## src/rtl/apb_completer_pkg.sv

```systemverilog
// ----------------------------------------------------------------------------
// apb_completer_pkg
// Shared definitions for the APB completer: register addresses, the access
// FSM state type and the bit positions of the STATUS register.
// ----------------------------------------------------------------------------
package apb_completer_pkg;

   // Register map (byte addresses)
   localparam logic [7:0] AddrCtrl   = 8'h00;
   localparam logic [7:0] AddrStatus = 8'h01;
   localparam logic [7:0] AddrTxdata = 8'h02;
   localparam logic [7:0] AddrRxdata = 8'h03;

   // STATUS bit positions
   localparam int unsigned StatTxEmpty  = 0;
   localparam int unsigned StatTxFull   = 1;
   localparam int unsigned StatRxFull   = 2;
   localparam int unsigned StatOverrun  = 3;
   localparam int unsigned StatTxCntLsb = 4;
   localparam int unsigned StatTxCntMsb = 6;

   // Width of the wait-state counter (WAIT_STATES is limited to 0..7)
   localparam int unsigned WaitCntW = 3;

   typedef enum logic {
      StIdle   = 1'b0,
      StAccess = 1'b1
   } state_e;

endpackage

```

## src/rtl/apb_completer_sync_fifo.sv

```systemverilog
// ----------------------------------------------------------------------------
// sync_fifo
// Single-clock FIFO with occupancy count. Full/empty are evaluated on the
// current state, so a push into a full FIFO is dropped even if a pop happens
// in the same cycle.
// Ports:
//   i_clk, i_rst_n   clock, asynchronous active-low reset
//   i_push, i_data   write request and data
//   i_pop            read request (head is discarded)
//   o_data           head entry (0 when empty)
//   o_full, o_empty  occupancy flags
//   o_count          number of stored entries, 0..DEPTH
// DEPTH must be a power of two, at least 2, so the pointers wrap naturally.
// ----------------------------------------------------------------------------
module sync_fifo #(
   parameter int unsigned WIDTH = 8,
   parameter int unsigned DEPTH = 4
) (
   input  logic                       i_clk,
   input  logic                       i_rst_n,
   input  logic                       i_push,
   input  logic [WIDTH-1:0]           i_data,
   input  logic                       i_pop,
   output logic [WIDTH-1:0]           o_data,
   output logic                       o_full,
   output logic                       o_empty,
   output logic [$clog2(DEPTH+1)-1:0] o_count
);

   localparam int unsigned PtrW = $clog2(DEPTH);
   localparam int unsigned CntW = $clog2(DEPTH + 1);

   logic [WIDTH-1:0] r_mem [DEPTH];
   logic [PtrW-1:0]  r_wr_ptr;
   logic [PtrW-1:0]  r_rd_ptr;
   logic [CntW-1:0]  r_count;
   logic             w_do_push;
   logic             w_do_pop;

   assign o_full    = (r_count == CntW'(DEPTH));
   assign o_empty   = (r_count == '0);
   assign o_count   = r_count;
   assign o_data    = o_empty ? '0 : r_mem[r_rd_ptr];
   assign w_do_push = i_push && !o_full;
   assign w_do_pop  = i_pop && !o_empty;

   always_ff @(posedge i_clk or negedge i_rst_n) begin
      if (!i_rst_n) begin
         r_wr_ptr <= '0;
         r_rd_ptr <= '0;
         r_count  <= '0;
      end else begin
         if (w_do_push) r_wr_ptr <= r_wr_ptr + PtrW'(1);
         if (w_do_pop)  r_rd_ptr <= r_rd_ptr + PtrW'(1);
         if (w_do_push && !w_do_pop)      r_count <= r_count + CntW'(1);
         else if (w_do_pop && !w_do_push) r_count <= r_count - CntW'(1);
      end
   end

   // Storage needs no reset: it is only visible through o_data when non-empty.
   always_ff @(posedge i_clk) begin
      if (w_do_push) r_mem[r_wr_ptr] <= i_data;
   end

endmodule

```

## src/rtl/apb_completer.sv

```systemverilog
// ----------------------------------------------------------------------------
// apb_completer
// APB completer with a small register file (CTRL, STATUS, TXDATA, RXDATA),
// programmable wait states, a TX FIFO feeding a valid/ready stream and a
// single-entry RX holding register fed by a strobe.
// Ports:
//   pclk, presetn                      clock, asynchronous active-low reset
//   psel, penable, pwrite, paddr,
//   pwdata                             APB requester side
//   prdata, pready, pslverr            APB completer responses
//   ctrl_out                           CTRL register value
//   tx_data, tx_valid, tx_ready        TX stream (pop on valid & ready)
//   rx_data, rx_valid                  RX byte strobe, no backpressure
// ----------------------------------------------------------------------------
module apb_completer
   import apb_completer_pkg::*;
#(
   parameter int unsigned WAIT_STATES = 1,
   parameter int unsigned FIFO_DEPTH  = 4
) (
   input  logic       pclk,
   input  logic       presetn,
   input  logic       psel,
   input  logic       penable,
   input  logic       pwrite,
   input  logic [7:0] paddr,
   input  logic [7:0] pwdata,
   output logic [7:0] prdata,
   output logic       pready,
   output logic       pslverr,
   output logic [7:0] ctrl_out,
   output logic [7:0] tx_data,
   output logic       tx_valid,
   input  logic       tx_ready,
   input  logic [7:0] rx_data,
   input  logic       rx_valid
);

   localparam int unsigned        CntW     = $clog2(FIFO_DEPTH + 1);
   localparam logic [WaitCntW-1:0] WaitInit = WaitCntW'(WAIT_STATES);

   state_e              r_state;
   state_e              w_state_d;
   logic [WaitCntW-1:0] r_wait_cnt;
   logic [WaitCntW-1:0] w_wait_cnt_d;

   logic [7:0]          r_ctrl;
   logic [7:0]          r_rx_data;
   logic                r_rx_full;
   logic                r_overrun;

   logic                w_pready;
   logic                w_complete;
   logic                w_err;
   logic                w_commit;
   logic [7:0]          w_rd_val;
   logic [7:0]          w_status;

   logic                w_wr_ctrl;
   logic                w_wr_status;
   logic                w_tx_push;
   logic                w_tx_pop;
   logic                w_rx_read;
   logic                w_rx_capture;
   logic                w_overrun_evt;

   logic                w_tx_full;
   logic                w_tx_empty;
   logic [CntW-1:0]     w_tx_count;

   // ---------------------------------------------------------------------
   // Access FSM
   // ---------------------------------------------------------------------
   assign w_pready   = (r_state == StAccess) && (r_wait_cnt == '0);
   assign w_complete = psel && penable && w_pready;

   always_comb begin
      w_state_d    = r_state;
      w_wait_cnt_d = r_wait_cnt;
      unique case (r_state)
         StIdle: begin
            if (psel && !penable) begin
               w_state_d    = StAccess;
               w_wait_cnt_d = WaitInit;
            end
         end
         StAccess: begin
            // Dropping psel before completion abandons the transfer.
            if (!psel || w_complete) begin
               w_state_d    = StIdle;
               w_wait_cnt_d = '0;
            end else if (r_wait_cnt != '0) begin
               w_wait_cnt_d = r_wait_cnt - WaitCntW'(1);
            end
         end
         default: begin
            w_state_d    = StIdle;
            w_wait_cnt_d = '0;
         end
      endcase
   end

   always_ff @(posedge pclk or negedge presetn) begin
      if (!presetn) begin
         r_state    <= StIdle;
         r_wait_cnt <= '0;
      end else begin
         r_state    <= w_state_d;
         r_wait_cnt <= w_wait_cnt_d;
      end
   end

   // ---------------------------------------------------------------------
   // Address decode, error detection and read mux
   // ---------------------------------------------------------------------
   always_comb begin
      w_status                             = '0;
      w_status[StatTxEmpty]                = w_tx_empty;
      w_status[StatTxFull]                 = w_tx_full;
      w_status[StatRxFull]                 = r_rx_full;
      w_status[StatOverrun]                = r_overrun;
      w_status[StatTxCntMsb:StatTxCntLsb]  = 3'(w_tx_count);
   end

   always_comb begin
      w_err    = 1'b0;
      w_rd_val = '0;
      case (paddr)
         AddrCtrl:   w_rd_val = r_ctrl;
         AddrStatus: w_rd_val = w_status;
         AddrTxdata: w_err    = !pwrite || w_tx_full;
         AddrRxdata: begin
            w_err    = pwrite || !r_rx_full;
            w_rd_val = r_rx_data;
         end
         default:    w_err    = 1'b1;
      endcase
   end

   assign w_commit    = w_complete && !w_err;
   assign pready      = w_pready;
   assign pslverr     = w_complete && w_err;
   assign prdata      = (w_commit && !pwrite) ? w_rd_val : '0;

   assign w_wr_ctrl   = w_commit && pwrite && (paddr == AddrCtrl);
   assign w_wr_status = w_commit && pwrite && (paddr == AddrStatus);
   assign w_tx_push   = w_commit && pwrite && (paddr == AddrTxdata);
   assign w_rx_read   = w_commit && !pwrite && (paddr == AddrRxdata);

   // ---------------------------------------------------------------------
   // CTRL register
   // ---------------------------------------------------------------------
   always_ff @(posedge pclk or negedge presetn) begin
      if (!presetn) begin
         r_ctrl <= '0;
      end else if (w_wr_ctrl) begin
         r_ctrl <= pwdata;
      end
   end

   assign ctrl_out = r_ctrl;

   // ---------------------------------------------------------------------
   // RX holding register. A read that frees the slot in the same cycle as a
   // new strobe lets the new byte in without counting as an overrun.
   // ---------------------------------------------------------------------
   assign w_rx_capture  = rx_valid && (!r_rx_full || w_rx_read);
   assign w_overrun_evt = rx_valid && r_rx_full && !w_rx_read;

   always_ff @(posedge pclk or negedge presetn) begin
      if (!presetn) begin
         r_rx_data <= '0;
         r_rx_full <= 1'b0;
         r_overrun <= 1'b0;
      end else begin
         if (w_rx_capture) begin
            r_rx_data <= rx_data;
            r_rx_full <= 1'b1;
         end else if (w_rx_read) begin
            r_rx_full <= 1'b0;
         end
         // A new overrun in the same cycle beats the W1C clear.
         if (w_overrun_evt) begin
            r_overrun <= 1'b1;
         end else if (w_wr_status && pwdata[StatOverrun]) begin
            r_overrun <= 1'b0;
         end
      end
   end

   // ---------------------------------------------------------------------
   // TX FIFO
   // ---------------------------------------------------------------------
   assign tx_valid = !w_tx_empty;
   assign w_tx_pop = tx_valid && tx_ready;

   sync_fifo #(
      .WIDTH (8),
      .DEPTH (FIFO_DEPTH)
   ) u_tx_fifo (
      .i_clk   (pclk),
      .i_rst_n (presetn),
      .i_push  (w_tx_push),
      .i_data  (pwdata),
      .i_pop   (w_tx_pop),
      .o_data  (tx_data),
      .o_full  (w_tx_full),
      .o_empty (w_tx_empty),
      .o_count (w_tx_count)
   );

endmodule

```

## config.mk

```make
export PLATFORM = sky130hd
export DESIGN_NAME = apb_completer
export DESIGN_NICKNAME = d
export VERILOG_FILES = /design/src/rtl/apb_completer_pkg.sv /design/src/rtl/apb_completer_sync_fifo.sv /design/src/rtl/apb_completer.sv
export SDC_FILE = /design/constraint.sdc
export NUM_CORES = 1
export LEC_CHECK = 0
export ABC_AREA = 0
export CAP_MARGIN = 25
export CORE_AREA = 2 2 111 113
export DETAILED_ROUTE_END_ITERATION = 12
export DIE_AREA = 0 0 113 115
export GPL_TIMING_DRIVEN = 0
export PLACE_DENSITY_LB_ADDON = 0.1
export SYNTH_ARGS = -nofsm -noshare
export SYNTH_HDL_FRONTEND = slang
export SYNTH_SLANG_ARGS = --single-unit
```

## constraint.sdc

```tcl
create_clock -name pclk -period 2.4 [get_ports pclk]
set_clock_uncertainty 0.1 [all_clocks]
set_input_delay 0.6 -clock pclk [delete_from_list [all_inputs] [get_ports pclk]]
set_output_delay 0.6 -clock pclk [all_outputs]
set_load 0.05 [all_outputs]
```

==> flow_summary_export.csv, run 1 <==
group,metric,value,unit
status,status,"complete, but fails checks",
status,violations,"DRC, setup timing",
sta,maxSlewViolCount,0,
worst_setup_path,cp.required,1.70,ns
detailed_routing,ant_nets,0,
placed_design,io_buffers,56,
clocking,cts_hold_buf,0,
detailed_routing,route.detailed.drc,2,
yosys,syn_area_per_cell,14.5,sq um
clocking,clk-insertion-delay-late,0.32,ns
floorplanning,die_w,113,microns
finish,drive_above_1_share,47.1,%
sta,hold_viol_final,0,
placed_design,hpwl,4810,microns
clocking,cts_buffers,9,
finish,fill_cells,1173,
power_and_ir_drop,ir_worst_vdd,0.329,mV
clocking,cts_tree,"built",
worst_setup_path,crit_family,"buffers and inverters",
worst_setup_path,critical_path.slowest_cell,"clkdlybuf4s50_1",
global_routing,grt_usage,11.7,%
yosys,yosysUniqueCellTypes,40,
floorplanning,num_rows,40,
finish,instances_no_fill,438,
finish,diodes,0,
sta,max_freq,0.363,GHz
finish,multiInputGateArea,1280,sq um
sta,rsz0062_at_grt,"yes",
run,drv_cap,0,
placed_design,place_congestion,0.745,
yosys,ys_ff_latch,61,
detailed_routing,vias_per_cell,4.41,
worst_setup_path,critPathLaunchType,"primary input",
worst_setup_path,cp-end-kind,"primary output",
placed_design,place_inst,400,
power_and_ir_drop,p_leak,1.67,nW
floorplanning,core-area,11800,sq um
worst_setup_path,path_buf_inv,2,
sta,relSlewSlack,51.7,%
clocking,clkTransAtPathRegs,0.06,ns
clocking,cts.path.max_buffers,2,
yosys,yosysWarnings,0,
power_and_ir_drop,power_density,940,nW/um^2
yosys,ys_seq_area_share,58.9,%
sta,worst_pin_slew,0.724,ns
sta,setup_ws,-0.354,ns
finish,finalNetCount,325,
detailed_routing,drt_iter0_markers,47,
finish,final-seq-area,1690,sq um
global_routing,grt_max_degree,30,
global_routing,antenna_found_initial,0,
yosys,yosys.area.top_type,"edfxtp_1",
global_routing,grt_pass1_wl,11400,microns
power_and_ir_drop,power.total,4.06,mW
detailed_routing,totalWireLength,6990,microns
detailed_routing,drt-wirelength-per-cell,16.0,microns
worst_setup_path,critPathKind,"primary input to primary output",
yosys,netlist_top_cells_area,"edfxtp_1 (34%), dfrtp_1 (25%), mux2_2 (8.7%)",
clocking,h-tree-depth,3,
yosys,synth_top_cell_area_share,33.6,%
clocking,cts_root_buf,"clkbuf_16",
floorplanning,die_area,13000,sq um
sta,fin_crit_sh,115,%
worst_setup_path,cp_data_arrival_time,2.05,ns
finish,area_growth,50.9,%
hold_path,min_path_type,"primary input to asynchronous set/reset pin",
worst_setup_path,path_cells,"clkdlybuf4s50_1 -> nor2_4 -> nand4_4 -> a211o_4 -> a21oi_4 -> buf_6",
clocking,numClockSinks,61,
floorplanning,fp.dieH,115,microns
sta,period_needed,2.75,ns
sta,whs,0.229,ns
sta,setup_violations,11,
detailed_routing,vias,1930,
worst_setup_path,cp_max_fo,8,
global_routing,grt.overflow.total,0,
floorplanning,io_pins,58,
worst_setup_path,max_stage_delay,0.46,ns
global_routing,grt_pass1_vias,2078,
yosys,synth_area,2860,sq um
yosys,synth_fp_nets,236,
placed_design,dp_slack,-1.36,ns
yosys,synthCells,197,
detailed_routing,drt_pass1_iterations,9,
floorplanning,start_util,24.2,%
flip-flops by register name (all words and copies together), names as in the netlist, 2 cells and up:
signal              flops
u_tx_fifo.r_mem        32
ctrl_out                8
r_rx_data               8
r_wait_cnt              3
u_tx_fifo.o_count       3
u_tx_fifo.r_rd_ptr      2
u_tx_fifo.r_wr_ptr      2
synthesized netlist by cell type (all sizes together):
master and n:
o22ai 1, nor4 1, nand4b 1, nand2 10
and2 13, a31oi 1, a22oi 7, o41ai 1
nand2b 1, fa 1, o2bb2ai 1, a21o 1
nand3 3, a22o 1, or3 1, xnor2 5
nor2 12, buf 3, a211o 1, ha 7
clkbuf 4, o21ai 6, a2111oi 1, mux2 23
inv 8, a21oi 4, dfrtp 29, xor2 1
nor4b 1, a21boi 2, edfxtp 32, nand4 2
nor4bb 1, a32o 1, and3b 2, mux4 8
layout make-up:
type	count	share of cell area (%)
buffer	5	1.13
clock buffer	10	5.30
clock inverter	6	1.48
inverter	8	0.695
multi-input combinational	121	29.7
sequential	61	39.1
tap	147	4.26
timing repair buffer	80	18.3
cell usage in the layout, fill, tap and decap left out, types with 3 or more instances in the layout:
cell	count
dfrtp_2	3
mux2_2	22
buf_8	14
clkbuf_16	9
edfxtp_1	32
nor2_4	9
a22oi_1	7
dfrtp_1	26
nand2_1	9
xnor2_1	5
clkdlybuf4s50_1	28
clkdlybuf4s15_1	3
dlygate4sd2_1	3
o21ai_0	6
nand3_1	3
buf_6	7
inv_1	5
buf_4	23
ha_1	5
and2_4	13
inv_2	3
clkbuf_2	3
mux4_2	8
report_power, final:
part	internal, mW	leakage [nW]	switching (mW)	total [mW]
logic	0.770	0.885	0.751	1.52
registers	1.18	0.645	0.0957	1.28
clock network	0.801	0.140	0.460	1.26
total	2.75	1.67	1.31	4.06
path summary, 6_finish.rpt:
check,from,slack [ns],depth (start not counted),end
worst max-delay path,paddr[2],-0.35,6,prdata[7]
worst min-delay path,presetn,0.23,1,r_rx_data[2]$_DFFE_PN0P_
worst max register to register,r_wait_cnt[0]$_DFFE_PN0P_,-0.20,13,u_tx_fifo.o_count[2]$_DFFE_PN0P_
worst min register to register,r_rx_data[7]$_DFFE_PN0P_,0.41,1,r_rx_data[7]$_DFFE_PN0P_
max in group asynchronous,presetn,1.45,1,u_tx_fifo.o_count[0]$_DFFE_PN0P_
min in group pclk,r_rx_data[7]$_DFFE_PN0P_,0.41,1,r_rx_data[7]$_DFFE_PN0P_
repair_timing:
item | in CTS | in global routing
resized for setup | 183 | 26
setup endpoints to repair | 71 | 61
buffers inserted | 19 | 5
pin swaps | 16 | 10
cloned | 1 | 0
metrics by stage:
step	cell area, sq um	setup TNS [ns]	util (%)
2_1_floorplan	2950	-1.92	-
3_3_place_gp	3690	-53.68	31.3
3_5_place_dp	3690	-51.75	31.2
4_1_cts	4290	-4.15	36.3
5_1_grt	4320	-4.05	36.6
6_report	4320	-3.08	36.6
worst reg2reg max path: cells and delay by family (launching register included):
family	cells	cell delay, ns
adders and majority gates	3	0.71
xor gates and xnor gates	2	0.27
DFF	1	0.40
AOI/OAI and AO/OA	1	0.23
buffers and inverters	4	0.43
and+or+nand+nor	3	0.38
metal layers:
layer | vias up | track usage [%] | routed length [microns]
li1 | 916 | - | -
met1 | 938 | 14.8 | 3190
met2 | 67 | 18.9 | 3250
met3 | 9 | 3.95 | 459
met4 | 0 | 3.90 | 101
met5 | - | 0 | 0
cells by family (layout without fill, tap and decap cells):
group                      Yosys count  in the layout  synth area share (%)
AOI/OAI and AO/OA                   28             28                  7.47
muxes                               31             31                  15.3
and+or+nand+nor                     48             48                  10.5
buffers and inverters               15            109                  2.19
DFF                                 61             61                  58.9
xor gates and xnor gates             6              6                  1.84
adders and majority gates            8              8                  3.76
(Power assumes the default switching activity.)
==> run 2, diff against run 1 <==
--- a/config.mk
+++ b/config.mk
@@ -12,6 +12,8 @@
 export DIE_AREA = 0 0 113 115
 export GPL_TIMING_DRIVEN = 0
 export PLACE_DENSITY_LB_ADDON = 0.1
+export REMOVE_ABC_BUFFERS = 1
 export SYNTH_ARGS = -nofsm -noshare
 export SYNTH_HDL_FRONTEND = slang
 export SYNTH_SLANG_ARGS = --single-unit
+export TNS_END_PERCENT = 20
==> flow_summary_export.csv, run 2 (same netlist as run 1, synthesis figures left out) <==
group,metric,value,unit
status,status,"complete, but fails checks",
status,violations,"DRC, setup timing",
global_routing,globalRouteMet2Util,17.9,%
placed_design,place_inst,394,
clocking,cts_tree,"built",
detailed_routing,drt_pass1_iterations,8,
finish,instances_no_fill,432,
sta,setup_violations,23,
finish,design_area,4220,sq um
detailed_routing,totalWireLength,6900,microns
placed_design,place_congestion,0.679,
worst_setup_path,rr_worst_depth,9,
global_routing,grt_usage,11.6,%
worst_setup_path,path_cells,"clkdlybuf4s50_1 -> nor2_4 -> nand4_4 -> a211o_4 -> a21oi_4 -> buf_6",
floorplanning,start_util,24.2,%
worst_setup_path,cp_max_fo,8,
finish,finalNetCount,319,
sta,fin_crit_sh,116,%
global_routing,grtUsageMet1,15.4,%
global_routing,antenna_found_initial,0,
worst_setup_path,cp-end-kind,"primary output",
finish,mostFrequentLayoutCell,"edfxtp_1",
sta,maxSlewViolCount,0,
finish,fill_cells,1183,
clocking,h-tree-depth,3,
clocking,cts.path.max_buffers,2,
global_routing,grt_pass1_wl,11300,microns
floorplanning,num_rows,40,
hold_path,min_path_type,"primary input to asynchronous set/reset pin",
detailed_routing,ant_nets,0,
clocking,cts_root_buf,"clkbuf_16",
worst_setup_path,r2r_slack,-0.21,ns
placed_design,dp_slack,-1.55,ns
finish,mostFrequentLayoutCells,"edfxtp_1 (32), dfrtp_1 (28), clkdlybuf4s50_1 (28)",
detailed_routing,route.detailed.drc,2,
finish,largest_reg_flops,32,
worst_setup_path,r2r_start,"r_wait_cnt[1]$_DFFE_PN0P_",
finish,drive_above_1_share,43.5,%
finish,area_growth,47.5,%
sta,worst_pin_slew,0.711,ns
worst_setup_path,cp.required,1.70,ns
power_and_ir_drop,ir_worst_vdd,0.376,mV
global_routing,grt_max_degree,30,
sta,period_needed,2.79,ns
placed_design,hpwl,4630,microns
power_and_ir_drop,power_density,940,nW/um^2
worst_setup_path,critical_path.slowest_cell,"clkdlybuf4s50_1",
worst_setup_path,timing.rr.end,"ctrl_out[3]$_DFFE_PN0P_",
worst_setup_path,cp_data_arrival_time,2.09,ns
finish,regMostFlops,"u_tx_fifo.r_mem",
placed_design,placed_area,3580,sq um
clocking,cts_buffers,9,
sta,relSlewSlack,52.6,%
detailed_routing,vias_per_cell,4.31,
run,drv_cap,0,
sta,whs,0.219,ns
sta,hold_viol_final,0,
global_routing,grt_use_met3,3.22,%
finish,diodes,0,
floorplanning,die_w,113,microns
clocking,clkTransAtPathRegs,0.06,ns
detailed_routing,drt-wirelength-per-cell,16.0,microns
power_and_ir_drop,p_leak,1.63,nW
global_routing,grt.overflow.total,0,
detailed_routing,drt_iter0_markers,50,
sta,rsz0062_at_grt,"yes",
clocking,cts_hold_buf,0,
floorplanning,core-area,11800,sq um
clocking,clk-insertion-delay-late,0.33,ns
global_routing,grt_pass1_vias,2088,
sta,setup_ws,-0.391,ns
floorplanning,die_area,13000,sq um
worst_setup_path,critPathLaunchType,"primary input",
floorplanning,io_pins,58,
worst_setup_path,max_stage_delay,0.46,ns
floorplanning,fp.dieH,115,microns
sta,max_freq,0.358,GHz
worst_setup_path,critPathKind,"primary input to primary output",
detailed_routing,vias,1863,
placed_design,io_buffers,57,
global_routing,busiest_layer,"met2",
sta,finalSetupTns,-5.59,ns
clocking,numClockSinks,61,
==> run 2: cell count changes in the layout (fill, tap and decap cells not counted), sizes merged <==
cell           before  now
clkbuf             15   11
inv                 8    9
buf                46   42
clkdlybuf4s15       3    2
dlygate4sd2         3    7
clkinv              4    2
==> run 2: worst max path at each step <==
stage	startpoint	end	slack [ns]	depth (start not counted)
global route	r_wait_cnt[1]$_DFFE_PN0P_	prdata[7]	-0.47	7
floorplan	r_wait_cnt[0]$_DFFE_PN0P_	prdata[7]	-0.90	6
finish	paddr[3]	prdata[7]	-0.39	6
detailed placement	paddr[1]	prdata[1]	-1.55	5
global placement	paddr[1]	prdata[1]	-1.53	5
CTS	r_wait_cnt[1]$_DFFE_PN0P_	prdata[7]	-0.39	7
==> run 2: metrics by stage <==
stage	power, mW	util [%]
floorplan	2.06	-
global placement	2.43	30.3
detailed placement	2.44	30.3
CTS	3.92	34.9
global route	4.16	35.8
finish	3.97	35.8
==> run 2: final cells by class <==
| cell class | count | area [sq um] | area share [%] |
|---|---|---|---|
| multi-input combinational | 121 | 1250 | 29.7 |
| tap | 147 | 184 | 4.36 |
| clock inverter | 5 | 60.1 | 1.42 |
| clock buffer | 11 | 233 | 5.51 |
| inverter | 8 | 30.0 | 0.711 |
| timing repair buffer | 79 | 771 | 18.3 |
| sequential | 61 | 1690 | 40.0 |
==> run 2: per-layer routing <==
layer	up-vias	share of wire (%)
met5	-	0
met4	0	1.7
met3	10	4.4
met2	47	47
met1	902	47
li1	904	-
==> run 2: what timing repair did <==
item                                    in CTS  in global routing
endpoints found under the hold margin        0                  0
resized for setup                          156                 41
buffers inserted                            19                  3
pin swaps                                   12                  7
endpoints found under the setup margin      71                 70
==> run 2: power breakdown <==
part	total (mW)	switching, mW	leakage [nW]	internal (mW)
registers	1.30	0.121	0.647	1.18
clock network	1.28	0.474	0.140	0.807
logic	1.38	0.692	0.841	0.691
==> run 2: worst max-delay path: cells and delay by family <==
family,cells,cell delay (ns)
AOI/OAI and AO/OA,2,0.59
buffers and inverters,2,0.63
and+or+nand+nor,2,0.27
